--- config.mk ---
export PLATFORM = sky130hd
export DESIGN_NAME = multi_timer
export DESIGN_NICKNAME = d
export VERILOG_FILES = /design/src/rtl/multi_timer_pkg.sv /design/src/rtl/multi_timer_ch.sv /design/src/rtl/multi_timer.sv
export SDC_FILE = /design/constraint.sdc
export NUM_CORES = 1
export LEC_CHECK = 0
export CORE_ASPECT_RATIO = 1.25
export CORE_MARGIN = 4
export CORE_UTILIZATION = 55
export CTS_CLUSTER_SIZE = 40
export DETAILED_ROUTE_END_ITERATION = 8
export GPL_ROUTABILITY_DRIVEN = 0
export PLACE_DENSITY_LB_ADDON = 0.25
export RECOVER_POWER = 25
export SYNTH_ARGS = -nofsm -noshare
export SYNTH_HDL_FRONTEND = slang
export SYNTH_HIERARCHICAL = 1
export SYNTH_SLANG_ARGS = --single-unit
--- constraint.sdc ---
create_clock -name clk -period 2.3 [get_ports clk]
set_input_delay 0.23 -clock clk [delete_from_list [all_inputs] [get_ports clk]]
set_output_delay 0.23 -clock clk [all_outputs]
set_load 0.02 [all_outputs]
--- src/rtl/multi_timer_pkg.sv ---
// multi_timer_pkg -- register offsets, bit positions and channel view for multi_timer (rev 1.0)
`default_nettype none

package multi_timer_pkg;

  typedef enum logic [2:0] {
    REG_STATUS  = 3'd0,
    REG_CONTROL = 3'd1,
    REG_PERIODL = 3'd2,
    REG_PERIODH = 3'd3,
    REG_SNAPL   = 3'd4,
    REG_SNAPH   = 3'd5
  } reg_e;

  localparam int STAT_TO    = 0;
  localparam int STAT_RUN   = 1;

  localparam int CTRL_ITO   = 0;
  localparam int CTRL_CONT  = 1;
  localparam int CTRL_START = 2;
  localparam int CTRL_STOP  = 3;

  // Everything the register read mux needs from one channel, widened to 32 bits.
  typedef struct packed {
    logic        run;
    logic        to_flag;
    logic        cont;
    logic        ito;
    logic [31:0] period;
    logic [31:0] snap;
  } ch_view_t;

endpackage

`default_nettype wire

--- src/rtl/multi_timer_ch.sv ---
// multi_timer_ch -- one down-counting timer channel; snapshot register exists only with
// MULTI_TIMER_SNAPSHOT_EN defined (rev 1.0)
`default_nettype none

module multi_timer_ch
  import multi_timer_pkg::*;
#(
  parameter int          CNT_W      = 32,
  parameter logic [31:0] RST_PERIOD = 32'h02FAF07F
) (
  input  logic        clk,
  input  logic        reset_n,
  input  logic        wr_en_i,
  input  logic [2:0]  wr_addr_i,
  input  logic [15:0] wr_data_i,
  output ch_view_t    view_o,
  output logic        timeout_pulse_o,
  output logic        irq_o
);

  localparam logic [CNT_W-1:0] RST_CNT = RST_PERIOD[CNT_W-1:0];

  logic [CNT_W-1:0] count_q;
  logic [CNT_W-1:0] period_q;
  logic             run_q, to_q, cont_q, ito_q, reload_q, pulse_q;
  logic [31:0]      period_d;
  logic [31:0]      snap;
  logic             timeout, status_wr, ctrl_wr, periodl_wr, periodh_wr, period_wr;
  logic             unused_period_bits;

  assign timeout    = run_q && (count_q == '0);
  assign status_wr  = wr_en_i && (wr_addr_i == REG_STATUS);
  assign ctrl_wr    = wr_en_i && (wr_addr_i == REG_CONTROL);
  assign periodl_wr = wr_en_i && (wr_addr_i == REG_PERIODL);
  assign periodh_wr = wr_en_i && (wr_addr_i == REG_PERIODH);
  assign period_wr  = periodl_wr || periodh_wr;

  always_comb begin
    period_d = 32'(period_q);
    if (periodl_wr) period_d[15:0]  = wr_data_i;
    if (periodh_wr) period_d[31:16] = wr_data_i;
  end

  // Bits above CNT_W of a PERIODH write are simply dropped.
  assign unused_period_bits = ^period_d;

  always_ff @(posedge clk or negedge reset_n) begin
    if (!reset_n) begin
      count_q  <= RST_CNT;
      period_q <= RST_CNT;
      run_q    <= 1'b0;
      to_q     <= 1'b0;
      cont_q   <= 1'b0;
      ito_q    <= 1'b0;
      reload_q <= 1'b0;
      pulse_q  <= 1'b0;
    end else begin
      pulse_q  <= timeout;
      reload_q <= period_wr;
      // A pending reload cannot coincide with counting: the period write cleared RUN.
      if (reload_q || timeout) count_q <= period_q;
      else if (run_q)          count_q <= count_q - 1'b1;

      if (timeout)        to_q <= 1'b1;
      else if (status_wr) to_q <= 1'b0;

      if (timeout) run_q <= cont_q;
      if (ctrl_wr) begin
        cont_q <= wr_data_i[CTRL_CONT];
        ito_q  <= wr_data_i[CTRL_ITO];
        if (wr_data_i[CTRL_STOP])       run_q <= 1'b0;
        else if (wr_data_i[CTRL_START]) run_q <= 1'b1;
      end
      if (period_wr) begin
        period_q <= period_d[CNT_W-1:0];
        run_q    <= 1'b0;
      end
    end
  end

`ifdef MULTI_TIMER_SNAPSHOT_EN
  logic [31:0] snap_q;
  always_ff @(posedge clk or negedge reset_n) begin
    if (!reset_n)                                 snap_q <= '0;
    else if (wr_en_i && wr_addr_i == REG_SNAPL)   snap_q <= 32'(count_q);
  end
  assign snap = snap_q;
`else
  assign snap = '0;
`endif

  assign view_o          = {run_q, to_q, cont_q, ito_q, 32'(period_q), snap};
  assign timeout_pulse_o = pulse_q;
  assign irq_o           = to_q && ito_q;

endmodule

`default_nettype wire

--- src/rtl/multi_timer.sv ---
// multi_timer -- NUM_CH independent timers behind a 16-bit register bus; optional counter
// snapshot via MULTI_TIMER_SNAPSHOT_EN (rev 1.0)
`default_nettype none

module multi_timer
  import multi_timer_pkg::*;
#(
  parameter int          NUM_CH     = 2,
  parameter int          CNT_W      = 32,
  parameter logic [31:0] RST_PERIOD = 32'h02FAF07F
) (
  input  logic                         clk,
  input  logic                         reset_n,
  input  logic [2+$clog2(NUM_CH):0]    address,
  input  logic                         chipselect,
  input  logic                         write_n,
  input  logic [15:0]                  writedata,
  output logic [15:0]                  readdata,
  output logic                         irq,
  output logic [NUM_CH-1:0]            timeout_pulse
);

  localparam int CH_W = $clog2(NUM_CH);

  logic [2:0]        ch_sel;
  ch_view_t          views [NUM_CH];
  logic [NUM_CH-1:0] ch_irq;
  ch_view_t          rd_view;
  logic [15:0]       readdata_d, readdata_q;

  generate
    if (CH_W == 0) begin : g_sel_single
      assign ch_sel = 3'd0;
    end else begin : g_sel_multi
      assign ch_sel = 3'(address[2+CH_W:3]);
    end
  endgenerate

  for (genvar ch = 0; ch < NUM_CH; ch++) begin : g_ch
    multi_timer_ch #(
      .CNT_W      (CNT_W),
      .RST_PERIOD (RST_PERIOD)
    ) u_ch (
      .clk             (clk),
      .reset_n         (reset_n),
      .wr_en_i         (chipselect && !write_n && (ch_sel == 3'(ch))),
      .wr_addr_i       (address[2:0]),
      .wr_data_i       (writedata),
      .view_o          (views[ch]),
      .timeout_pulse_o (timeout_pulse[ch]),
      .irq_o           (ch_irq[ch])
    );
  end

  // Reads ignore chipselect; an unpopulated channel index reads as all zeros.
  always_comb begin
    rd_view = '0;
    for (int i = 0; i < NUM_CH; i++) begin
      if (ch_sel == 3'(i)) rd_view = views[i];
    end
    readdata_d = '0;
    case (address[2:0])
      REG_STATUS:  readdata_d = 16'({rd_view.run, rd_view.to_flag});
      REG_CONTROL: readdata_d = 16'({rd_view.cont, rd_view.ito});
      REG_PERIODL: readdata_d = rd_view.period[15:0];
      REG_PERIODH: readdata_d = rd_view.period[31:16];
      REG_SNAPL:   readdata_d = rd_view.snap[15:0];
      REG_SNAPH:   readdata_d = rd_view.snap[31:16];
      default:     readdata_d = '0;
    endcase
  end

  always_ff @(posedge clk or negedge reset_n) begin
    if (!reset_n) readdata_q <= '0;
    else          readdata_q <= readdata_d;
  end

  assign readdata = readdata_q;
  assign irq      = |ch_irq;

endmodule

`default_nettype wire

# Word-level counts from Yosys, hierarchy flattened

Cells that the tools add are included.

Bits in registers: 156
Input port bits: 24
Output and inout bits: 19

Add/sub/neg operators: 2
Eq/ne operators: 5
Multiplexer cells: 21
Reductions and logical operators: 33

Operators by type and width:

| kind                                                                 | count |
|---|---|
| 68-bit 2-to-1 mux                                                    | 2 |
| 32-bit 2-to-1 mux                                                    | 4 |
| 16-bit case mux with 6 select lines                                  | 1 |
| 32-bit zero test                                                     | 2 |
| 32-bit by 1-bit subtractor with 32-bit output, second input constant | 2 |
| 1-bit logical AND                                                    | 15 |
| 1-bit 2-to-1 mux                                                     | 14 |
| 2-bit AND reduction                                                  | 4 |
| 2-bit nonzero test                                                   | 4 |
| 3-bit by 2-bit == test with 1-bit output, second input constant      | 2 |
| 3-bit == test, second input constant                                 | 2 |
| 3-bit zero test                                                      | 2 |
| 1-bit logical OR                                                     | 4 |
| 3-bit by 1-bit == test with 1-bit output, second input constant      | 1 |
| 2-bit OR reduction                                                   | 1 |
| 1-bit zero test                                                      | 1 |

# Logic depth before layout (Yosys ltp)

Depth after elaboration: 7
Depth in mapped cells: 9
Gate-level depth less buffers: 7

# By module

The synthesis kept the hierarchy.

Modules (own cells, without submodules):

| module         | instances | cells each | area each (µm²) | seq. area each (µm²) |
|---|---|---|---|---|
| multi_timer_ch | 2         | 327        | 3548.4          | 1796.7 |
| multi_timer    | 1         | 143        | 1530.2          | 400.4 |

# Least setup slack after synthesis

No wires, ideal clock.

Kind: input -> register
Start point: input port address[3]
End point: register g_ch[0].u_ch.period_q[10]
Arrival time: 2318 ps
Data required time: 2175 ps
Slack: -143 ps
Stages: 8
Buffers on the path: 4
Cell sequence: buf_6 -> buf_4 -> buf_2 -> nor3b_1 -> nand2b_1 -> nor3_1 -> clkbuf_1 -> mux2_2

Longest elaborated chain between the ends: 5
Elaborated cells on any way between the ends: 6
Classes of those cells: reduce/logical (6)

Ends and longest elaborated chain:

| element                                | line                                       | source |
|---|---|---|
| start: declaration                     | multi_timer.sv:14                          | `input logic [2+$clog2(NUM_CH):0] address,` |
| 3-bit zero test *                      | multi_timer.sv:46                          | `.wr_en_i (chipselect && !write_n && (ch_sel == 3'(ch))),` |
| 1-bit logical AND *                    | multi_timer.sv:46                          |  |
| 1-bit logical AND (on tied branches)   | multi_timer_ch.sv:34, multi_timer_ch.sv:35 |  |
| 1-bit logical OR                       | multi_timer_ch.sv:36                       | `assign period_wr = periodl_wr \|\| periodh_wr;` |
| 2-bit AND reduction (no source line) * | n/a                                        |  |
| end signal: assignment                 | multi_timer_ch.sv:75                       | `period_q <= period_d[CNT_W-1:0];` |
| end: declaration                       | multi_timer_ch.sv:24                       | `logic [CNT_W-1:0] period_q;` |

Mark *: on every way between the ends. The rest lies on a longest branch, timed or not.
A chain may end at the register's enable or synchronous reset.

# Worst setup path in the final report

Start point: register g_ch[0].u_ch.count_q[14]
End point: register g_ch[0].u_ch.count_q[31]

Longest elaborated chain between the ends: 4
Elaborated cells on any way between the ends: 7
Classes of those cells: add/sub (1); mux (2); reduce/logical (4)

Ends and longest elaborated chain:

| element                                                                               | line                 | source |
|---|---|---|
| start: declaration                                                                    | multi_timer_ch.sv:23 | `logic [CNT_W-1:0] count_q;` |
| start signal: assignment                                                              | multi_timer_ch.sv:61 | `if (reload_q \|\| timeout) count_q <= period_q;` |
| start signal: assignment                                                              | multi_timer_ch.sv:62 | `else if (run_q) count_q <= count_q - 1'b1;` |
| branches (longest 4 deep; another with 32-bit by 1-bit subtractor with 32-bit output) | n/a                  |  |

Several ways; the timed one is not identified. The select of a mux whose other input is x is not followed.

==> results.ini <==
[floorplanning]
core_area_sq_mm=0.0152
die_h_um=148
die-width_um=120
ios=43
row_count=50
die_area_sq_mm=0.0178
floorplan.initialDensity=0.567

[clock_network]
path_clk_slew_ns=0.06
cts_tree=done
clock_latency_ns=0.43
numCtsBuffers=17
cts.sinks=156
cts_root_buffer=clkbuf_16
clk_path_buf_depth=2
htreeDepth=4

[global_route]
grt_overflow=0
grt_usage=0.243
grt_pass1_vias=6457
antenna_found_initial=0
grt_pass1_wl_mm=33.8
grt_max_degree=97

[yosys]
syn_inst=797
syn_area_sq_mm=0.00863
yosys.cell_types.count=51
synth_edf_count=0
async_flop_share=1.00
yosysWarnings=6
ys.flop_type=dfrtp_1
synth_seq_cells=156
syn_area_per_cell_sq_um=10.8
yosysSeqAreaShare=0.463

[setup_path]
crit_chain=or4_4 -> or4b_4 -> or4_1 -> mux2i_1 -> a21oi_1
critPathCaptureType=flip-flop
start_kind=flip-flop
crit_family=simple AND/OR/NAND/NOR gates
worstPathArrival_ns=2.64
slowest_delay_ns=0.58
crit_slowest_cell=or4b_4
cp_max_fo=6
critPathKind=flip-flop to flip-flop
critPathBufInv=0
critPathRequiredTime_ns=2.62

[timing]
max_freq_ghz=0.431
slew_headroom=-0.0479
tns_ns=-0.0502
rsz0062_at_grt=true
clock_skew_ns=0.0102
finalHoldViolCount=0
finalSetupViolations=3
worst_slew_pin_slew_ns=1.57
fin_ws_ns=-0.0228
report.final.slew_viol_count=34
post-route-period-util=1.01
period_needed_ns=2.32

[placement]
dp_hpwl_mm=14.7
numPortBuffers=42
placedInstanceArea_sq_mm=0.00940

[layout]
regArea_sq_mm=0.00399
antenna_cells=0
fin_nets=898
area_growth_pct=19.5
final_cell_mix=dfrtp_1 (84), nor2_1 (78), dfstp_2 (72), mux2_2 (70), mux2i_1 (67)
multi_input_area_sq_mm=0.00437
drive_above_1_share=0.316
fill_cells=1144
final_common_cell=dfrtp_1
stdcell_area_sq_mm=0.0103

[detailed_routing]
via_per_inst=5.72
drc=0
drt_wl_total_mm=21.1
ant_nets=0
drt-initial-drc-count=372
vias=6254
detail_route.wl_per_cell_um=19.3
first_pass_iters=5

[power_and_ir_drop]
power_density_mw_per_mm2=917
p_leak_nw=4.35
ir_worst_vdd_v=0.000591

[flow_run]
maxCapViolations=1

[outcome]
status=complete, but fails checks
violations=capacitance limit, slew limit, setup timing

[worst_hold_path]
hold_class=primary input to flip-flop

-- layer usage --
layer / GRT usage / vias to the layer above / share of wire
met4: 0.0980 / 0 / 0.018
met3: 0.0352 / 29 / 0.041
met2: 0.419 / 142 / 0.52
li1: - / 2910 / -
met1: 0.308 / 3173 / 0.42
met5: 0 / - / 0
-- final timing paths --
path	start	endpoint	slack, ns	cells after the start
worst min-delay path	address[3]	readdata[1]	0.30	4
min in group asynchronous	reset_n	g_ch[1].u_ch/period_q[9]	0.87	2
worst max register to register	g_ch[0].u_ch/count_q[14]	g_ch[0].u_ch/count_q[31]	-0.02	5
max in group asynchronous	reset_n	g_ch[0].u_ch/period_q[12]	0.21	3
worst max-delay path	g_ch[0].u_ch/count_q[14]	g_ch[0].u_ch/count_q[31]	-0.02	5
worst min register to register	g_ch[1].u_ch/count_q[4]	g_ch[1].u_ch/count_q[4]	0.51	2
-- power by group --
part	switching, mW	internal (mW)
sequential	0.615	3.64
clock	1.19	1.94
combinational	0.982	1.08
total	2.79	6.66
-- synth_stat cells, drive strengths merged, types with 11 or more instances --
cell | number | area share
o22a | 14 | 0.014
dfrtp | 84 | 0.24
mux2i | 67 | 0.078
xor2 | 12 | 0.012
clkbuf | 27 | 0.012
xnor2 | 42 | 0.043
mux2 | 71 | 0.093
or3 | 11 | 0.0080
dfstp | 72 | 0.22
a21oi | 64 | 0.037
buf | 86 | 0.073
nor2 | 78 | 0.034
nor3 | 24 | 0.014
nor4 | 26 | 0.019
or4 | 15 | 0.014
o221ai | 14 | 0.014
-- repair_timing --
item,in CTS,in global routing
endpoints found under the hold margin,31,0
endpoints found under the setup margin,12,25
pin swaps,5,7
hold buffers,1,0
setup buffers,0,2
gates resized for setup,13,24
gates cloned,0,0
-- through the flow --
stage / hold slack, ns / power, mW / setup slack, ns / util / std cells
after floorplan: -0.0656 / 5.46 / 0.0202 / - / 859
after global placement: 0.136 / 6.04 / -0.0199 / 0.619 / 1058
after detailed placement: 0.139 / 6.19 / -0.0358 / 0.619 / 1058
after CTS: 0.249 / 9.40 / -0.0189 / 0.667 / 1091
after global routing: 0.351 / 9.88 / -0.0807 / 0.678 / 1093
final: 0.304 / 9.45 / -0.0228 / 0.678 / 1093
-- kinds of logic (layout without fill, tap and decap cells) --
group | Yosys count | in the layout | synth area share
DFF | 156 | 156 | 0.463
and+or+nand+nor | 206 | 206 | 0.130
muxes | 139 | 139 | 0.173
xor gates and xnor gates | 54 | 54 | 0.0548
AOI/OAI and AO/OA | 117 | 117 | 0.0866
buffers and inverters | 121 | 147 | 0.0888
adders and majority gates | 2 | 2 | 0.00290
other | 2 | 64 | 0.000871
-- sequential cells by signal, summed over array words and instances, names as in the netlist --
register	flops
g_ch.u_ch/run_q	2
readdata	16
g_ch.u_ch/period_q	64
g_ch.u_ch/to_q	2
g_ch.u_ch/count_q	64
g_ch.u_ch/reload_q	2
g_ch.u_ch/timeout_pulse_o	2
g_ch.u_ch/cont_q	2
g_ch.u_ch/ito_q	2
-- cell type report --
class | count | area share
clock inverters | 15 | 0.0228
inverters | 8 | 0.00291
repair buffers | 107 | 0.0967
flip-flops and latches | 156 | 0.387
clock buffers | 17 | 0.0413
well taps | 208 | 0.0252
multi-input cells | 582 | 0.424
-- tightest hold or removal path, cell delays in order --
cell and delay, ns:
buf_4 0.18, mux2i_1 0.10, nor2_1 0.08, or4_1 0.10
(Power assumes the default switching activity.)
